### src/rtl/score_pkg.sv
// Shared types and constants for the score display path: FSM states,
// score ceiling, 7-segment glyphs (bit 0 = a ... bit 6 = g) and a BCD helper.
package score_pkg;

    typedef enum logic [1:0] {
        ST_IDLE    = 2'd0,
        ST_CONVERT = 2'd1,
        ST_COMMIT  = 2'd2
    } state_e;

    localparam int unsigned SCORE_MAX = 99;

    localparam logic [6:0] SEG_0     = 7'b0111111;
    localparam logic [6:0] SEG_1     = 7'b0000110;
    localparam logic [6:0] SEG_2     = 7'b1011011;
    localparam logic [6:0] SEG_3     = 7'b1001111;
    localparam logic [6:0] SEG_4     = 7'b1100110;
    localparam logic [6:0] SEG_5     = 7'b1101101;
    localparam logic [6:0] SEG_6     = 7'b1111101;
    localparam logic [6:0] SEG_7     = 7'b0000111;
    localparam logic [6:0] SEG_8     = 7'b1111111;
    localparam logic [6:0] SEG_9     = 7'b1101111;
    localparam logic [6:0] SEG_BLANK = 7'b0000000;

    localparam logic [1:0] DIG_ONES = 2'b01;
    localparam logic [1:0] DIG_TENS = 2'b10;

    // Double-dabble correction applied to one BCD nibble before each shift.
    function automatic logic [3:0] bcd_add3(input logic [3:0] nib);
        return (nib >= 4'd5) ? nib + 4'd3 : nib;
    endfunction

endpackage

### src/rtl/seg7_decoder.sv
// Combinational BCD digit to 7-segment glyph; non-decimal codes go dark.
module seg7_decoder
    import score_pkg::*;
(
    input  logic [3:0] bcd_i,
    output logic [6:0] seg_o
);

    always_comb begin
        seg_o = SEG_BLANK;
        case (bcd_i)
            4'd0:    seg_o = SEG_0;
            4'd1:    seg_o = SEG_1;
            4'd2:    seg_o = SEG_2;
            4'd3:    seg_o = SEG_3;
            4'd4:    seg_o = SEG_4;
            4'd5:    seg_o = SEG_5;
            4'd6:    seg_o = SEG_6;
            4'd7:    seg_o = SEG_7;
            4'd8:    seg_o = SEG_8;
            4'd9:    seg_o = SEG_9;
            default: seg_o = SEG_BLANK;
        endcase
    end

endmodule

### src/rtl/score_display.sv
// Two-digit multiplexed 7-segment driver for the score: sequential
// double-dabble conversion plus a free-running digit refresh divider.
//
// state      | meaning
// ST_IDLE    | display stable; waiting for value_i to differ from last_val
// ST_CONVERT | one add-3/shift iteration per clock, BW iterations
// ST_COMMIT  | publish digits, last_val and overflow flag
module score_display
    import score_pkg::*;
#(
    parameter int BW          = 7,
    parameter int REFRESH_DIV = 1024,
    parameter int BLANK_LZ    = 1
) (
    input  logic          clk_i,
    input  logic          rst_i,
    input  logic [BW-1:0] value_i,
    output logic [6:0]    seg_o,
    output logic [1:0]    dig_sel_o,
    output logic          busy_o,
    output logic          ovf_o
);

    localparam int SR_W = 8 + BW;
    localparam int CW   = (BW > 1) ? $clog2(BW) : 1;
    localparam int RW   = $clog2(REFRESH_DIV);

    state_e          state_q;
    logic [SR_W-1:0] sr_q;
    logic [SR_W-1:0] sr_adj;
    logic [SR_W-1:0] sr_d;
    logic [BW-1:0]   pend_q;
    logic [BW-1:0]   last_q;
    logic [BW-1:0]   bin_sat;
    logic [CW-1:0]   iter_q;
    logic [3:0]      tens_q;
    logic [3:0]      ones_q;
    logic            busy_q;
    logic            ovf_q;

    logic [RW-1:0]   ref_cnt_q;
    logic [RW-1:0]   ref_cnt_d;
    logic [1:0]      dig_sel_q;
    logic [1:0]      dig_sel_d;
    logic            ref_wrap;

    logic [3:0]      digit_mux;
    logic [6:0]      seg_dec;
    logic            blank_tens;

    // Saturating here keeps the tens nibble at 9 or below after conversion.
    always_comb begin
        bin_sat = value_i;
        if (32'(value_i) > SCORE_MAX) begin
            bin_sat = BW'(SCORE_MAX);
        end
    end

    always_comb begin
        sr_adj               = sr_q;
        sr_adj[SR_W-1 -: 4]  = bcd_add3(sr_q[SR_W-1 -: 4]);
        sr_adj[SR_W-5 -: 4]  = bcd_add3(sr_q[SR_W-5 -: 4]);
        sr_d                 = {sr_adj[SR_W-2:0], 1'b0};
    end

    always_ff @(posedge clk_i or posedge rst_i) begin
        if (rst_i) begin
            state_q <= ST_IDLE;
            sr_q    <= '0;
            pend_q  <= '0;
            last_q  <= '0;
            iter_q  <= '0;
            tens_q  <= 4'd0;
            ones_q  <= 4'd0;
            busy_q  <= 1'b0;
            ovf_q   <= 1'b0;
        end else begin
            case (state_q)
                ST_IDLE: begin
                    if (value_i != last_q) begin
                        sr_q    <= {8'd0, bin_sat};
                        pend_q  <= value_i;
                        iter_q  <= '0;
                        busy_q  <= 1'b1;
                        state_q <= ST_CONVERT;
                    end
                end
                ST_CONVERT: begin
                    sr_q   <= sr_d;
                    iter_q <= iter_q + CW'(1);
                    if (iter_q == CW'(BW - 1)) begin
                        state_q <= ST_COMMIT;
                    end
                end
                ST_COMMIT: begin
                    tens_q  <= sr_q[SR_W-1 -: 4];
                    ones_q  <= sr_q[SR_W-5 -: 4];
                    last_q  <= pend_q;
                    ovf_q   <= (32'(pend_q) > SCORE_MAX);
                    busy_q  <= 1'b0;
                    state_q <= ST_IDLE;
                end
                default: begin
                    busy_q  <= 1'b0;
                    state_q <= ST_IDLE;
                end
            endcase
        end
    end

    // Refresh runs independently of conversion; swapping the bits keeps it one-hot.
    always_comb begin
        ref_wrap  = (ref_cnt_q == RW'(REFRESH_DIV - 1));
        ref_cnt_d = ref_wrap ? '0 : ref_cnt_q + RW'(1);
        dig_sel_d = ref_wrap ? {dig_sel_q[0], dig_sel_q[1]} : dig_sel_q;
    end

    always_ff @(posedge clk_i or posedge rst_i) begin
        if (rst_i) begin
            ref_cnt_q <= '0;
            dig_sel_q <= DIG_ONES;
        end else begin
            ref_cnt_q <= ref_cnt_d;
            dig_sel_q <= dig_sel_d;
        end
    end

    assign digit_mux  = dig_sel_q[1] ? tens_q : ones_q;
    assign blank_tens = (BLANK_LZ != 0) && dig_sel_q[1] && (tens_q == 4'd0);

    seg7_decoder u_dec (
        .bcd_i (digit_mux),
        .seg_o (seg_dec)
    );

    assign seg_o     = blank_tens ? SEG_BLANK : seg_dec;
    assign dig_sel_o = dig_sel_q;
    assign busy_o    = busy_q;
    assign ovf_o     = ovf_q;

endmodule

### config.mk
export PLATFORM = sky130hd
export DESIGN_NAME = score_display
export DESIGN_NICKNAME = d
export VERILOG_FILES = /design/src/rtl/score_pkg.sv /design/src/rtl/seg7_decoder.sv /design/src/rtl/score_display.sv
export SDC_FILE = /design/constraint.sdc
export NUM_CORES = 1
export LEC_CHECK = 0
export CAP_MARGIN = 40
export CORE_MARGIN = 8
export CORE_UTILIZATION = 25
export CTS_CLUSTER_SIZE = 10
export DETAILED_ROUTE_END_ITERATION = 7
export PLACE_DENSITY = 0.5
export SETUP_SLACK_MARGIN = 0.5
export SYNTH_ARGS = -nofsm -noshare
export SYNTH_HDL_FRONTEND = slang
export SYNTH_SLANG_ARGS = --single-unit
### constraint.sdc
create_clock -name clk_i -period 3.8 [get_ports clk_i]
set_clock_uncertainty 0.05 [all_clocks]
set_input_delay 0.38 -clock clk_i [delete_from_list [all_inputs] [get_ports clk_i]]
set_output_delay 0.38 -clock clk_i [all_outputs]
set_load 0.03 [all_outputs]
======== After elaboration in Yosys (flattened, before gate mapping) ========
Memory sizes are Yosys's and may differ from the RTL's.
Cells that the tools add are included.
storage, ports and cells
  input bits .............................. 9
  bits in read-only memories .............. 112
  logic and storage cells ................. 51
  memories ................................ 1
  register bits after elaboration ......... 56
  output and inout port bits .............. 11
operators by class
  add/sub/neg operators ................... 4
  equality and inequality tests ........... 7
  magnitude comparators ................... 4
  reduce and logical (&&, ||, !) cells .... 8
  bitwise gates (word level) .............. 1
  mux-type cells .......................... 15
memory list
  name             depth  width  rd ports  clocked after Yosys merged registers in  wr ports  line                source
  (no name shown)  16     7      1         0                                        0         seg7_decoder.sv:11  case (bcd_i)
operators by type and width
  operator                                             number
  one-hot mux 15 bit (2 select lines)                  1
  2-to-1 mux 15 bit                                    1
  > comparator 7 bit, second input constant            2
  2-to-1 mux 7 bit                                     2
  adder 10 x 1 -> 10 bit, second input constant        1
  == test 10 bit, second input constant                1
  2-to-1 mux 10 bit                                    1
  >= comparator 4 x 3 -> 1 bit, second input constant  2
  2-to-1 mux 4 bit                                     2
  AND reduction 2 bit                                  4
  != test 7 bit                                        1
  2-to-1 mux 3 bit                                     2
  one-hot mux 3 bit (2 select lines)                   1
  adder 4 x 2 -> 4 bit, second input constant          1
  zero test 4 bit                                      1
  2-to-1 mux 2 bit                                     2
  != test 2 bit, second input constant                 2
  one-hot mux 2 bit (2 select lines)                   1
  adder 3 x 1 -> 3 bit, second input constant          1
  adder 3 x 2 -> 3 bit, second input constant          1
  == test 3 bit, second input constant                 1
  == test 2 x 1 -> 1 bit, second input constant        1
  == test 2 bit, second input constant                 1
  zero test 2 bit                                      1
  other kinds (5)                                      5

======== Longest topological paths before layout ========
  word-level depth ........................ 4
  gate-level depth with buffers ........... 7
  mapped depth without buffers ............ 6

======== By module ========
A second synthesis with hierarchy kept.
unflattened totals
  cells, all modules ...................... 264
  area, all modules ....................... 2944.1 um^2
modules (own cells, without submodules)
  module         cells an instance  times used  area an instance (um^2)  sequential area each (um^2)
  score_display  238                1           2742.6                   1402.6
  seg7_decoder   26                 1           201.4                    0.0

======== Worst setup path before layout ========
Ideal clock, no wire load.
  kind .................................... reg2out
  from .................................... register dig_sel_q[1], in the netlist dig_sel_o[1]
  to ...................................... output seg_o[2]
  arrival time ............................ 2059 ps
  setup slack ............................. 1311 ps
  path buffers ............................ 1
  stages on the path, launching flop included .. 5
  data required time ...................... 3370 ps
  cells stage by stage .................... dfrtp_1 buf_2 mux2i_1 o21ai_0 a31oi_1
between the ends
  longest elaborated chain between the ends .. 3
  elaborated cells on any way between the ends .. 4
  classes of those cells .................. mux: 2; reduce/logical: 1; memory: 1
RTL lines
  element                 line                  source
  from (decl)             score_display.sv:43   logic [1:0] dig_sel_q;
  from (signal assigned)  score_display.sv:124  dig_sel_q <= dig_sel_d;
  2-to-1 mux 4 bit        score_display.sv:128  assign digit_mux = dig_sel_q[1] ? tens_q : ones_q;
  memory (16 x 7 bit)     -
  2-to-1 mux 7 bit (*)    score_display.sv:136  assign seg_o = blank_tens ? SEG_BLANK : seg_dec;
  to (decl)               score_display.sv:18   output logic [6:0] seg_o,
Mark *: on every way between the ends. The rest lies on a longest branch, timed or not.

======== Final worst setup path ========
  from .................................... register dig_sel_q[1], in the netlist dig_sel_o[1]
  to ...................................... output seg_o[4]
The elaborated chain is that of the path after synthesis.

==> PnR_summary.wiki <==
{| class="wikitable"
! Metric !! Value
|-
| Std-Cell Core Area || 0.0113 mm^2
|-
| Class of the tightest hold or removal check || in -> async
|-
| Overall die area || around 0.015 mm^2
|-
| Post-Synthesis Mean Instance Area || 10.4 um^2
|-
| First-pass detailed-route iteration total || 5
|-
| Initial core utilization || 0.253
|-
| Fraction of final layout cells sized beyond drive strength 1 || 0.129
|-
| Post-synth EDFFs || 0
|-
| Critical Path Source Type || flip-flop
|-
| Number of hold buffers added after CTS || 0
|-
| Required time of the critical path || 3.37 ns
|-
| Max clock buf depth || 2
|-
| Signed area change from the synthesized netlist to the final layout || 17.7%
|-
| Cells along the critical path || mux2i_1, inv_1, ha_1, mux2_2, a22oi_1, a31oi_1, clkdlybuf4s50_1
|-
| Overflow after GRT || 0
|-
| Total wire length || 5590 um
|-
| Worst slew slack as a fraction of its limit || 0.587
|-
| Synthesized netlist cell count || 274
|-
| Type of destination of the critical path || output port
|-
| Clock Pin Slew Worst Setup and Hold Paths || 0.07 ns
|-
| Setup repair after global routing missed its margin || false
|-
| Peak per-stage delay on the critical path || 0.61 ns
|-
| DRC viols || 0
|-
| Site row count || 39
|-
| Latest clock arrival within the worst-skew pair || between 0.2 and 0.3 ns
|-
| Dpl hpwl || 4130 um
|-
| Global-route usage over all layers || 0.0805
|-
| Sequential cell area fraction in the yosys report || 0.491
|-
| Leading cell type in the layout, fill and taps excluded || dfrtp_1
|-
| Data arrival time at the worst-slack endpoint || 2.64 ns
|-
| Net count of the finished layout || 313
|-
| Final number of max-transition violations || 0
|-
| Initial DRC count || 95
|-
| IO Count || 20
|-
| Number of antenna cells inserted || 0
|-
| Switching Power || approximately 980 uW
|-
| Max-cap violations || 0
|-
| Power density over cell area || 749 mW/mm^2
|-
| CP Max Fanout || 10
|-
| Global-route wire length before repair || 10,000 um
|-
| Maximum frequency from static timing analysis || 326 MHz
|-
| CP Class || reg -> out
|-
| Vias per inst || approximately 4.6
|-
| Internal power || 1.54 mW
|-
| Number of vias in the routed layout || 2,011
|-
| Part of the power in combinational logic || 0.445
|-
| Async set or reset register ratio after synthesis || 1.00
|-
| Unique cell type count in the Yosys netlist || between 40 and 50
|-
| Fraction of power spent switching nets || 0.390
|-
| Wire length per cell after detailed routing || 12.8 um
|-
| CTS root buffer || clkbuf_16
|-
| Final critical-path share of the clock period || 0.808
|-
| Clock group share of total power || 0.181
|-
| Post-DRT Antenna Nets || 0
|-
| Final hold vios || 0
|-
| Leak pwr || 1.45 nW
|-
| Vias in the first global route || 2,107
|-
| Slowest-stage cell, CP || clkdlybuf4s50_1
|-
| Tmin final || ~3 ns
|-
| Die span in y || 123 um
|-
| Transition time at the pin with the least slew margin || 0.617 ns
|-
| Result of the run || completed
|-
| Horiz. Die Dim || 123 um
|-
| Synthesis warning total || 0
|-
| Setup-failing EPs final || 0
|-
| RD Place Congestion || slightly below 0.8
|-
| Sequential power share || 0.375
|-
| Number of input and output port buffers inserted || 19
|-
| Initial antenna violation count || 0
|-
| Setup TNS after final layout || 0 ns
|-
| Num Clock Sinks || 56
|-
| Clock tree from TritonCTS || yes
|-
| Top FF cell, synth || dfrtp_1
|-
| Largest net degree at the start of global routing || 27
|-
| Total standard cell area after synthesis || 0.00286 mm^2
|-
| #FFs+latches synth || 56
|-
| Number of H-tree levels || 2
|-
| Syn Nets || 294
|-
| Commonest cells after routing, fill and taps aside || 54 x dfrtp_1, 28 x nand2_1, 20 x nor2_1, 19 x clkdlybuf4s50_1, 17 x mux2_2
|-
| CTS buffer count || 5
|-
| Maximum vdd ir drop || 567 uV
|-
| Post-layout util || 0.298
|}
## metrics by stage
| step | cell area [um^2] | hold slack [ns] | setup slack [ns] | instances | power (mW) |
|---|---|---|---|---|---|
| final | 3360 | 0.417 | 0.731 | 437 | 2.52 |
| after global routing | 3360 | 0.465 | 0.619 | 437 | 2.74 |
| after CTS | 3360 | 0.436 | 0.604 | 437 | 2.55 |
| after detailed placement | 3210 | 0.419 | 0.931 | 429 | 2.08 |
| after global placement | 3200 | 0.407 | 1.04 | 428 | 2.07 |
| after floorplan | 2860 | 0.389 | 1.31 | 274 | 1.74 |
## cell families (layout without fill, tap and decap cells)
logic type | Yosys count | count (layout) | synth area share
fa+ha+maj | 11 | 11 | 0.0482
buf+inv | 26 | 46 | 0.0355
simple gates | 77 | 77 | 0.126
compound gates | 63 | 63 | 0.156
flops | 56 | 56 | 0.491
mux | 24 | 24 | 0.0915
xor+xnor | 17 | 17 | 0.0521
## what timing repair did
| item | 4_1_cts | 5_1_grt |
|---|---|---|
| setup endpoints to repair | 0 | 4 |
| resized for setup | 0 | 2 |
| buffers inserted | 0 | 0 |
## layout make-up
cell class / count / area [um^2]
Timing Repair Buffer: 22 / 216
Clock inverter: 2 / 16.3
Sequential cell: 56 / 1400
Multi-Input combinational cell: 192 / 1360
Fill cell: 1166 / 7910
Tap cell: 143 / 179
Inverter: 16 / 60.1
Clock buffer: 6 / 129
## final timing paths
check,cells past startpoint,startpoint,end,slack [ns]
max,7,dig_sel_o[1]$_DFFE_PP0N_,seg_o[4],0.73
min in group clk_i,2,ones_q[1]$_DFFE_PP0N_,ones_q[1]$_DFFE_PP0N_,0.43
max in group asynchronous,3,rst_i,dig_sel_o[0]$_DFFE_PP1N_,2.56
min reg2reg,2,ones_q[1]$_DFFE_PP0N_,ones_q[1]$_DFFE_PP0N_,0.43
max reg2reg,4,last_q[4]$_DFFE_PP0N_,pend_q[4]$_DFFE_PP0P_,1.82
min,2,rst_i,ref_cnt_q[8]$_DFF_PP0_,0.42
## critical path, delay by kind of cell, from the launching register on
| family | cells | cell delay [ns] |
|---|---|---|
| buf+inv | 2 | 0.75 |
| mux | 2 | 0.65 |
| flops | 1 | 0.49 |
| compound gates | 2 | 0.25 |
| fa+ha+maj | 1 | 0.21 |
## cell usage after synthesis (6+ instances only)
| cell | count | area (um^2) |
|---|---|---|
| mux2_2 | 17 | 191 |
| inv_1 | 16 | 60.1 |
| nand2b_1 | 6 | 37.5 |
| o211ai_1 | 6 | 45.0 |
| o21ai_0 | 16 | 80.1 |
| mux2i_1 | 7 | 70.1 |
| nand3_1 | 7 | 35.0 |
| nor2_1 | 20 | 75.1 |
| clkbuf_1 | 7 | 26.3 |
| dfrtp_1 | 55 | 1380 |
| xnor2_1 | 7 | 61.3 |
| a21oi_1 | 8 | 40.0 |
| xor2_1 | 10 | 87.6 |
| ha_1 | 11 | 138 |
| nand2_1 | 28 | 105 |
## per-layer routing
metal,global-route usage,share of wire,routed length (um),vias up
met2,0.132,0.46,2550,36
li1,-,-,-,1005
met3,0.0169,0.041,230,9
met4,0.0259,0.015,83,0
met5,0,0,0,-
met1,0.104,0.49,2720,961
## sequential cells by signal, summed over array words and instances (netlist names)
name       flops
tens_q         4
ovf_o          1
dig_sel_o      2
iter_q         3
pend_q         7
ref_cnt_q     10
busy_o         1
ones_q         4
sr_q          15
last_q         7
state_q        2
## power groups by stage
stage / sequential [mW] / combinational, mW / clock [mW]
after floorplan: 0.917 / 0.827 / 0
after global placement: 0.952 / 1.11 / 0
after detailed placement: 0.957 / 1.13 / 0
after global routing: 0.977 / 1.26 / 0.496
final: 0.943 / 1.12 / 0.456
after CTS: 0.945 / 1.13 / 0.475
Power figures use the tool's default switching activity.
